$ cat src/rtl/inst_fetch_ctrl_pkg.sv
// Shared definitions for the instruction fetch bus controller.
//   ifc_state_e   : controller state encoding (3 bits)
//   IFC_SIZE_WORD : bus transfer size code for a 32-bit word
//   NOP_INSTR     : word presented to the datapath when nothing was fetched
package inst_fetch_ctrl_pkg;

  typedef enum logic [2:0] {
    IFC_IDLE    = 3'd0,
    IFC_REQ     = 3'd1,
    IFC_WAIT    = 3'd2,
    IFC_HOLD    = 3'd3,
    IFC_DISCARD = 3'd4
  } ifc_state_e;

  localparam logic [1:0]  IFC_SIZE_WORD = 2'b10;
  localparam logic [31:0] NOP_INSTR     = 32'h0000_0000;

  // Instruction fetches must be word aligned; anything else is an AdEL
  // that the datapath raises on its own from pcF.
  function automatic logic isWordAligned(input logic [31:0] addr);
    return addr[1:0] == 2'b00;
  endfunction

endpackage

$ cat src/rtl/inst_fetch_ctrl_flopenrc.sv
// Enabled register with synchronous clear and asynchronous active-low reset.
//   clk : clock          rst : async reset, active low (q <- 0)
//   en  : load d         clr : synchronous clear (q <- 0), wins over en
//   d   : data in        q   : data out
module inst_fetch_ctrl_flopenrc #(
  parameter int unsigned Width = 32
) (
  input  logic             clk,
  input  logic             rst,
  input  logic             en,
  input  logic             clr,
  input  logic [Width-1:0] d,
  output logic [Width-1:0] q
);

  always_ff @(posedge clk or negedge rst) begin
    if (!rst) begin
      q <= '0;
    end else if (clr) begin
      q <= '0;
    end else if (en) begin
      q <= d;
    end
  end

endmodule

$ cat src/rtl/inst_fetch_ctrl.sv
// Fetch-stage bus controller between the PC register and the instruction
// cache port. Issues one request per fetch PC, buffers the returned word
// until the datapath takes it, and drains stale responses after a redirect.
//
// Ports
//   clk, rst          : clock, asynchronous active-low reset
//   pcF               : fetch PC from the datapath
//   stall_i           : datapath cannot accept a new instruction
//   flush_i           : exception/ERET redirect (PC loads new target this edge)
//   instrF            : instruction for pcF, valid when stallreq_from_if = 0
//   stallreq_from_if  : no instruction is ready for pcF
//   is_clear          : stale response being drained, PC must hold
//   i_data_ok         : one-cycle pulse when a live word is captured
//   IF_pc             : address of the last accepted request
//   inst_req, inst_wr, inst_size, inst_addr : bus request side
//   inst_addr_ok, inst_data_ok, inst_rdata  : bus response side
module inst_fetch_ctrl
  import inst_fetch_ctrl_pkg::*;
(
  input  logic        clk,
  input  logic        rst,
  input  logic [31:0] pcF,
  input  logic        stall_i,
  input  logic        flush_i,
  output logic [31:0] instrF,
  output logic        stallreq_from_if,
  output logic        is_clear,
  output logic        i_data_ok,
  output logic [31:0] IF_pc,
  output logic        inst_req,
  output logic        inst_wr,
  output logic [1:0]  inst_size,
  output logic [31:0] inst_addr,
  input  logic        inst_addr_ok,
  input  logic        inst_data_ok,
  input  logic [31:0] inst_rdata
);

  ifc_state_e  state;
  logic        flushPend;
  logic [31:0] reqPc;
  logic        reqQ;
  logic        dataOkQ;
  logic [31:0] bufQ;

  logic pcAligned;
  logic addrAccept;
  logic capture;
  logic enterReq;
  logic misalignEntry;

  assign pcAligned  = isWordAligned(pcF);
  assign addrAccept = (state == IFC_REQ) && inst_addr_ok;
  // A word returned together with a flush belongs to the old path.
  assign capture    = (state == IFC_WAIT) && inst_data_ok && !flush_i;

  // Edges on which a new fetch for pcF starts. Every path into REQ goes
  // through here so that req_pc is always latched from the current pcF.
  always_comb begin
    enterReq = 1'b0;
    case (state)
      IFC_IDLE:    enterReq = 1'b1;
      IFC_WAIT:    enterReq = flush_i && inst_data_ok;
      IFC_HOLD:    enterReq = flush_i || !stall_i;
      IFC_DISCARD: enterReq = inst_data_ok;
      default:     enterReq = 1'b0;
    endcase
  end

  // A misaligned PC never reaches the bus: jump straight to HOLD with a NOP.
  assign misalignEntry = enterReq && !pcAligned;

  always_ff @(posedge clk or negedge rst) begin
    if (!rst) begin
      state     <= IFC_IDLE;
      flushPend <= 1'b0;
      reqPc     <= 32'h0;
      reqQ      <= 1'b0;
      dataOkQ   <= 1'b0;
    end else begin
      dataOkQ <= capture;
      if (enterReq) begin
        // Only DISCARD can have flushPend set; leaving it ends the drain.
        flushPend <= 1'b0;
        if (pcAligned) begin
          state <= IFC_REQ;
          reqPc <= pcF;
          reqQ  <= 1'b1;
        end else begin
          state <= IFC_HOLD;
          reqQ  <= 1'b0;
        end
      end else begin
        case (state)
          IFC_REQ: begin
            // data_ok here is a bus protocol error and is ignored.
            if (inst_addr_ok) begin
              reqQ  <= 1'b0;
              state <= (flush_i || flushPend) ? IFC_DISCARD : IFC_WAIT;
            end else if (flush_i) begin
              // Request cannot be withdrawn; remember to drop its response.
              flushPend <= 1'b1;
            end
          end
          IFC_WAIT: begin
            if (capture) begin
              state <= IFC_HOLD;
            end else if (flush_i) begin
              state <= IFC_DISCARD;
            end
          end
          default: begin
          end
        endcase
      end
    end
  end

  inst_fetch_ctrl_flopenrc #(
    .Width (32)
  ) u_buf (
    .clk (clk),
    .rst (rst),
    .en  (capture),
    .clr (misalignEntry),
    .d   (inst_rdata),
    .q   (bufQ)
  );

  inst_fetch_ctrl_flopenrc #(
    .Width (32)
  ) u_if_pc (
    .clk (clk),
    .rst (rst),
    .en  (addrAccept),
    .clr (1'b0),
    .d   (reqPc),
    .q   (IF_pc)
  );

  assign instrF           = (state == IFC_HOLD) ? bufQ : NOP_INSTR;
  assign stallreq_from_if = (state != IFC_HOLD);
  assign is_clear         = (state == IFC_DISCARD);
  assign i_data_ok        = dataOkQ;
  assign inst_req         = reqQ;
  assign inst_addr        = reqPc;
  assign inst_wr          = 1'b0;
  assign inst_size        = IFC_SIZE_WORD;

endmodule

$ cat config.mk
export PLATFORM = sky130hd
export DESIGN_NAME = inst_fetch_ctrl
export DESIGN_NICKNAME = d
export VERILOG_FILES = /design/src/rtl/inst_fetch_ctrl_pkg.sv /design/src/rtl/inst_fetch_ctrl_flopenrc.sv /design/src/rtl/inst_fetch_ctrl.sv
export SDC_FILE = /design/constraint.sdc
export NUM_CORES = 1
export LEC_CHECK = 0
export BUFFER_PORTS_ARGS = -buffer_cell sky130_fd_sc_hd__buf_2
export CAP_MARGIN = 0
export CORE_MARGIN = 5
export CORE_UTILIZATION = 45
export DETAILED_ROUTE_END_ITERATION = 7
export PLACE_DENSITY = 0.82
export SLEW_MARGIN = 20
export SYNTH_ARGS = -nofsm -noshare
export SYNTH_HDL_FRONTEND = slang
export SYNTH_SLANG_ARGS = --single-unit
$ cat constraint.sdc
create_clock -name clk -period 2.35 [get_ports clk]
set_clock_uncertainty 0.05 [all_clocks]
set_input_delay 0.235 -clock clk [delete_from_list [all_inputs] [get_ports clk]]
set_output_delay 0.235 -clock clk [all_outputs]
set_load 0.02 [all_outputs]
; ---- Word-level counts from Yosys, hierarchy flattened
; Cells that the tools add are included.
[op_classes]
eq_ne = 8
n_mux = 19
n_reduce_logical = 21
[ops]
columns = cell, count
row1 = 2-to-1 mux 32 bit, 3
row2 = 2-to-1 mux 3 bit, 5
row3 = 2-to-1 mux 1 bit, 8
row4 = nonzero test 2 bit, 4
row5 = "== test 3 x 2 -> 1 bit, second input constant", 2
row6 = one-hot mux 3 bit (2 select lines), 1
row7 = AND reduction 3 bit, 2
row8 = logical AND 1 bit, 5
row9 = "!= test 4 bit, second input constant", 1
row10 = one-hot mux 1 bit (4 select lines), 1
row11 = AND reduction 2 bit, 2
row12 = "== test 3 x 1 -> 1 bit, second input constant", 1
row13 = "== test 3 bit, second input constant", 1
row14 = logical NOT 1 bit, 3
row15 = logical NOT 3 bit, 1
row16 = "!= test 3 x 2 -> 1 bit, second input constant", 1
row17 = "!= test 3 bit, second input constant", 1
row18 = nonzero test 3 bit, 1
row19 = logical NOT 2 bit, 1
row20 = logical OR 1 bit, 2
row21 = 2-to-1 mux 2 bit, 1
row22 = "!= test 2 x 1 -> 1 bit, second input constant", 1
[totals]
elab_cells = 55
output_inout_bits = 103
in_bits = 70
ff_bits = 102

; ---- Longest topological paths before layout
; Gate-level depths: netlist of the first run.
[depth]
ltp_word = 6
depth_mapped = 8
ltp_nobuf = 5

; ---- Hierarchy
; Synthesis of the first run repeated with hierarchy kept, for this count alone.
[unflattened]
hier_cells = 360
hier_area_um2 = 4569.4
[modules_own_cells]
columns = mod, cells_each, instances, seq_area_each_um2, area_each_um2
row1 = inst_fetch_ctrl_flopenrc, 103, 2, 800.8, 1323.8
row2 = inst_fetch_ctrl, 154, 1, 950.9, 1921.8

; ---- Worst setup path after synthesis of the first run
; OpenSTA, ideal clock, no wires.
[synth_timing]
path_type = flip-flop to flip-flop
startpoint = reg state[2]
endpoint = reg reqPc[10], in the netlist inst_addr[10]
required_ns = 2.175
arrival_ns = 1.699
path_slack_ns = 0.476
setup_ns = 0.125
n_path_buf = 2
synth_period_minus_slack_ns = 1.874
stages_incl_launch_ff = 7
path_cell_list = dfrtp_1 -> buf_6 -> inv_1 -> o21ai_0 -> a211oi_2 -> buf_2 -> mux2_2
[synth_via]
elab_chain_len = 3
word_cells_on_any_way = 6
cone_classes = eq/ne (3) / mux (1) / reduce/logical (2)
[synth_rtl]
columns = item, line_no
row1 = from (decl), inst_fetch_ctrl.sv:39  ; ifc_state_e state;
row2 = from (signal assigned), inst_fetch_ctrl.sv:99  ; state <= (flush_i || flushPend) ? IFC_DISCARD : IFC_WAIT;
row3 = == test 3 bit (tied with other cells), inst_fetch_ctrl.sv:61  ; case (state)
row4 = one-hot mux 1 bit (4 select lines) *, inst_fetch_ctrl.sv:61
row5 = AND reduction 2 bit (no source line) *, --
row6 = to (signal assigned), inst_fetch_ctrl.sv:87  ; reqPc <= pcF;
row7 = to (decl), inst_fetch_ctrl.sv:41  ; logic [31:0] reqPc;
; Mark *: on every way between the ends. The rest lies on a longest branch, timed or not.
; A chain may end at the register's enable or synchronous reset.

; ---- Worst setup path in the final report of the first run
[layout_timing]
startpoint = reg state[2]
endpoint = out instrF[6]
[layout_via]
elab_chain_len = 2
[layout_rtl]
columns = item, line_no
row1 = == test 3 x 2 -> 1 bit, inst_fetch_ctrl.sv:141  ; assign instrF = (state == IFC_HOLD) ? bufQ : NOP_INSTR;
row2 = 2-to-1 mux 32 bit, inst_fetch_ctrl.sv:141
row3 = to (decl), inst_fetch_ctrl.sv:25  ; output logic [31:0] instrF,
; Every way passes these cells.

==> metrics, run 1 <==
setup repair after global routing missed its margin false; H-tree depth 3; hold path startpoint inst_rdata[28]; # nets final 597; largest net degree at the start of global routing 52; Setup TNS 0 ps; met2 WL 4859 µm; Critical Path Start Type flip-flop; grt ovf 0; Clock Path Buffers 2; Via density 4.820; max_cap viols 0; core footprint 9639 µm²; leakage dissipation 2.730 nW; Port Buf Inserts 169; Final Max Slew Viols 0; Die Wd 108.8 µm; I/O Pins 173; number of distinct library cells after synthesis 35; number of cells on the critical path 5; Syn Inst Count 361; P_int 4.187 mW; Total GRT Usage 17.17%; routed via count 3,205; CP top delay family buffers and inverters; share of cells above drive strength 1 54.32%; Post-Route WL 10,010 µm; Worst Path Max Fanout 33; GP Congestion 0.8113; wl on met1 4036 µm; Synth-to-Final Area Change 27.23%; Final Util 58.03%; Tcrit/Tclk final 91.34%; Crit Reg-Reg Startpoint state[2]; status finished clean; DR pass1 iterations 4; Starting Density 45.61%; Logic pwr share 42.7%; Worst-Skew Late Latency 360 ps; critical path cell sequence inv_1 -> and3_1 -> buf_4 -> and2_1 -> buf_2; Sw Share 39.24%; Setup Viol. Count Final 0; FF+latch count, synth 102; Avg Inst Size Synth 12.18 µm²; Worst EP required 2070 ps; die area 11,850 µm²; First DRT Iteration DRCs 133; n_diodes 0; CTS Root Cell clkbuf_8; clock share of power 17.2%; Post-DP HPWL 7284 µm; crit path capture instrF[6]; sequential fraction of the synthesis area 58.05%; warning count from the yosys run 0; f_max 465.9 MHz; CTS buffer count 9; post-CTS setup buffers 0; Storage cell area 2552 µm²; TritonCTS clock tree built; area of the multi-input gates 1672 µm²; CP endpoint kind primary output; first-pass GRT wire length 16,070 µm; area leader, netlist dfrtp_1; DIE HEIGHT 108.8 µm; Hold-fix buffers, CTS 1; vias in the first global route 3,337; synth top area cells dfrtp_1 58%, mux2_2 16%, nand2_1 4.9%; worst reg-to-reg path cell count 5; CP max-delay cell dfrtp_1; slowest stage delay, CP 500 ps; R2R setup slack 250 ps; clock transition at the registers of the reported paths 100 ps; Residual DRC 0; Sw Pwr 2.704 mW; critical path launch point state[2]; Fillers 847; DR WL met3 968 µm; pwr dens 1232 nW/µm²; Peak VDD IR 0.0007614 V; Cell Area, Synth 4397 µm²; CP arrival 1860 ps; HP Class input port to flip-flop; wire length per cell 15.05 µm; worst r2r dst state[2]; Post-DRT Antenna Nets 0; top cell type's share of synthesized area 58.05%; Resized cells post-CTS 0; Tmin final 2146 ps; critical path type flip-flop to primary output; TritonCTS Sinks 102; Top Metal Used met4; Buf/Inv on CP 3; initial antenna violation count 0; Seq pwr share 40.0%; Row Count 36; Final Hold Viols 0
[final cells by class]
type | count | share of cell area, %
timing repair buffer | 179 | 17.22
clock buffer | 10 | 2.281
multi-input combinational | 230 | 29.88
tap | 133 | 2.975
inverter | 5 | 0.4697
sequential | 102 | 45.63
clock inverter | 6 | 1.543
[layer usage]
metal  global-route usage (%)  up-vias
li1                         -     1527
met1                    20.59     1531
met2                    29.04      137
met3                    5.684       10
met4                    5.951        0
met5                        0        -
[state kept, by name, indices dropped and copies added (netlist names)]
signal     count
flushPend      1
i_data_ok      1
inst_addr     32
inst_req       1
state          3
u_buf.q       32
u_if_pc.q     32
[cell families (layout without fill, tap and decap cells)]
logic type      count (synthesis)  after routing  synth area share, %
compound gates                 45             45                7.342
buf+inv                        30            200                4.581
flops                         102            102                58.05
mux                            63             63                16.14
other cells                     2              3               0.1708
simple gates                  119            119                13.72
[power by group through the flow]
stage                     logic (mW)  clock network [mW]  registers (mW)
after floorplan                 1.29                   0            3.40
after global placement          2.90                   0            2.74
after detailed placement        2.98                   0            2.79
after CTS                       2.99                1.21            2.76
after global routing            3.17                1.29            2.84
final                           2.94                1.19            2.76
[layout by cell type, fill, tap and decap left out, types with 2 or more instances in the layout]
cell type,count
a21oi_1,16
a21oi_2,17
and2_1,33
and3_1,2
buf_12,3
buf_2,168
buf_4,7
bufinv_16,2
clkbuf_8,9
clkinv_2,2
conb_1,3
dfrtp_1,102
inv_1,4
mux2_2,63
nand2_1,57
nand2_2,10
nand2b_1,2
nor2_1,3
nor2b_1,2
nor3_1,3
o21a_1,2
o21ai_0,3
or3b_1,2
[cell usage after synthesis (all sizes together)]
master and count:
dfrtp 102, nand2 67, mux2 63, a21oi 34
and2 33, buf 21, inv 5, clkbuf 4
nor3 4, nor2 3, o21ai 3, and3 2
conb 2, nand2b 2, nor2b 2, o21a 2
or3b 2, a211oi 1, a311oi 1, a31o 1
nand3 1, nor3b 1, nor4 1, nor4bb 1
o211ai 1, o22a 1, o22ai 1
[through the flow]
step / std cells / hold WS (ps) / setup slack, ps / power, mW / area, µm²
global route: 665 / 34.05 / 80.65 / 7.302 / 5594
finish: 665 / 45.21 / 203.5 / 6.890 / 5594
floorplan: 362 / -110.6 / 476.1 / 4.693 / 4400
detailed placement: 648 / 114.4 / 249.8 / 5.773 / 5370
CTS: 665 / 30.04 / 202.6 / 6.969 / 5594
global placement: 648 / 111.9 / 306.7 / 5.637 / 5370
[worst reg2reg max path, stage by stage, from the launching register on]
cell and delay, ps:
dfrtp_1 500, or3b_1 390, or3b_1 540, inv_8 240, nor4_1 100, o21a_1 180
[worst min-delay path by stage]
stage,to,slack (ps),cells after the start
CTS,u_buf.q[7],30,3
global route,u_buf.q[7],30,3
global placement,u_buf.q[28],110,1
floorplan,flushPend,-110,0
finish,u_buf.q[28],50,3
detailed placement,i_data_ok,110,1
Power figures use the tool's default switching activity.
==> inputs of run 2 (changes only) <==
==> constraint.sdc (replaced) <==
create_clock -name clk -period 2.35 [get_ports clk]
set_clock_uncertainty 0.05 [all_clocks]
set_input_delay 0.235 -clock clk [delete_from_list [all_inputs] [get_ports clk]]
set_output_delay 0.235 -clock clk [all_outputs]
set_load 0.1 [all_outputs]
==> run 2 against run 1 <==
  * Sequential share of layout area decreased by 3.6 points
  * Global-route usage up 0.99 points
  * Register-to-register slack gained 50 ps
  * Routed wire length grew 3.3%
  * Core utilization rose by 4.9 points
  * Non-clock buffer count unchanged
  * Worst setup slack got worse by 63 ps
  * Via count increased by 0.87%
  * Critical path type unchanged
  * Highest routed layer unchanged
==> metrics, run 2 (synthesis gave the netlist of run 1 again) <==
Total GRT Usage 18.16% (was 17.17%); Residual DRC 0 (unchanged); Worst EP required 2070 ps (about the same); most frequent cells in the layout 136 x buf_2, 102 x dfrtp_1, 63 x mux2_2 (was 168 x buf_2, 102 x dfrtp_1, 63 x mux2_2); routed via count 3,233 (was 3,205); worst slew pin tran 657.0 ps; Fillers 788 (was 847); number of cells on the critical path 6 (was 5); slowest stage delay, CP 410 ps (was 500 ps); worst reg-to-reg path cell count 5 (unchanged); Post-DRT Antenna Nets 0 (unchanged); clock transition at the registers of the reported paths 100 ps (about the same); Starting Density 45.61% (unchanged); Setup Viol. Count Final 0 (unchanged); Row Count 36 (unchanged); wire length per cell 15.55 µm (was 15.05 µm); TritonCTS clock tree built (unchanged); I/O Pins 173 (unchanged); CTS buffer count 9 (unchanged); CP top delay family buffers and inverters (unchanged); CP max-delay cell buf_2 (was dfrtp_1); Slew headroom 56.20%; setup repair after global routing missed its margin false (unchanged); CP arrival 1920 ps (was 1860 ps); Die Wd 108.8 µm (unchanged); Critical Path Start Type flip-flop (unchanged); Synth-to-Final Area Change 38.08% (was 27.23%); Tcrit/Tclk final 94.02% (was 91.34%); commonest non-fill, non-tap cell in the layout buf_2 (unchanged); Buf/Inv on CP 5 (was 3); critical path type flip-flop to primary output (unchanged); hold path cells 3 (unchanged); GR Util met2 31.07% (was 29.04%); Worst Path Max Fanout 33 (unchanged); DIE HEIGHT 108.8 µm (unchanged); CP endpoint kind primary output (unchanged); CTS Root Cell clkbuf_8 (unchanged); share of cells above drive strength 1 54.89% (was 54.32%); initial antenna violation count 0 (unchanged); die area 11,850 µm² (unchanged); First DRT Iteration DRCs 76 (was 133); Most Crowded Layer GR met2 (unchanged); Clock Path Buffers 2 (unchanged); DR pass1 iterations 4 (unchanged); status finished clean (unchanged); HP Class input port to flip-flop (unchanged); grt ovf 0 (unchanged); # nets final 597 (unchanged); Final Max Slew Viols 0 (unchanged); GP Congestion 0.7895 (was 0.8113); vias in the first global route 3,541 (was 3,337); Via density 4.862 (was 4.820); Setup TNS 0 ps (unchanged); TritonCTS Sinks 102 (unchanged); largest net degree at the start of global routing 54 (was 52); Tmin final 2209 ps (was 2146 ps); Worst-Skew Late Latency 360 ps (about the same); post-CTS setup buffers 0 (unchanged); Port Buf Inserts 169 (unchanged); core footprint 9639 µm² (unchanged); Post-DP HPWL 7635 µm (was 7284 µm); grt met3 use 4.677% (was 5.684%); Post-Route WL 10,340 µm (was 10,010 µm); f_max 452.6 MHz (was 465.9 MHz); Final Hold Viols 0 (unchanged); GRT met1 Usage 22.10% (was 20.59%); H-tree depth 3 (unchanged); n_diodes 0 (unchanged); critical path cell sequence buf_4 -> clkinvlp_4 -> and3_1 -> buf_6 -> inv_1 -> buf_2 (was inv_1 -> and3_1 -> buf_4 -> and2_1 -> buf_2); first-pass GRT wire length 16,990 µm (was 16,070 µm); max_cap viols 0 (unchanged)
==> run 2: final cells by class <==
class                      instances  area (µm²)  area share, %
clock buffer                       9       123.9          2.040
clock inverter                     7       73.82          1.216
inverter                           5       30.03         0.4946
multi-input combinational        230        1677          27.62
sequential                       102        2552          42.04
tap                              133       166.4          2.741
timing repair buffer             179        1448          23.85
==> run 2: what timing repair did <==
action / in CTS / in global routing
endpoints found under the hold margin: 49 / 0
hold buffers: 1 / 0
gates resized for setup: 0 / 2
endpoints found under the setup margin: 0 / 32
==> run 2: tightest hold or removal path, stage by stage <==
cell     delay [ps]
buf_2           100
nand2_2          50
a21oi_2          40
==> run 2: layer usage <==
metal | vias to the layer above | routed length, µm
li1 | 1534 | -
met3 | 15 | 865
met5 | - | 0
met2 | 129 | 5247
met1 | 1555 | 4052
met4 | 0 | 172
==> run 2: final timing paths <==
path,from,to,slack [ps]
worst min-delay path,inst_rdata[7],u_buf.q[7],50
max in group asynchronous,rst,u_if_pc.q[20],1170
worst max-delay path,state[2],stallreq_from_if,140
worst max register to register,state[0],state[2],300
min in group asynchronous,rst,u_buf.q[25],390
worst min register to register,u_if_pc.q[13],u_if_pc.q[13],460
==> run 2: stage by stage <==
step / setup WS, ps / instance area (µm²) / hold WS (ps) / util (%) / cells
2_1_floorplan: 216.8 / 4405 / -110.6 / - / 362
5_1_grt: 31.38 / 6071 / 32.56 / 62.98 / 665
3_3_place_gp: 385.5 / 5856 / 238.8 / 60.75 / 648
3_5_place_dp: 313.9 / 5856 / 256.0 / 60.75 / 648
6_report: 140.6 / 6071 / 48.40 / 62.98 / 665
4_1_cts: 57.27 / 6063 / 27.88 / 62.90 / 665
Power of run 2 is left out: the tool's default activity adds up to more than one toggle a clock period on the data nets, which glitch-free logic cannot reach.
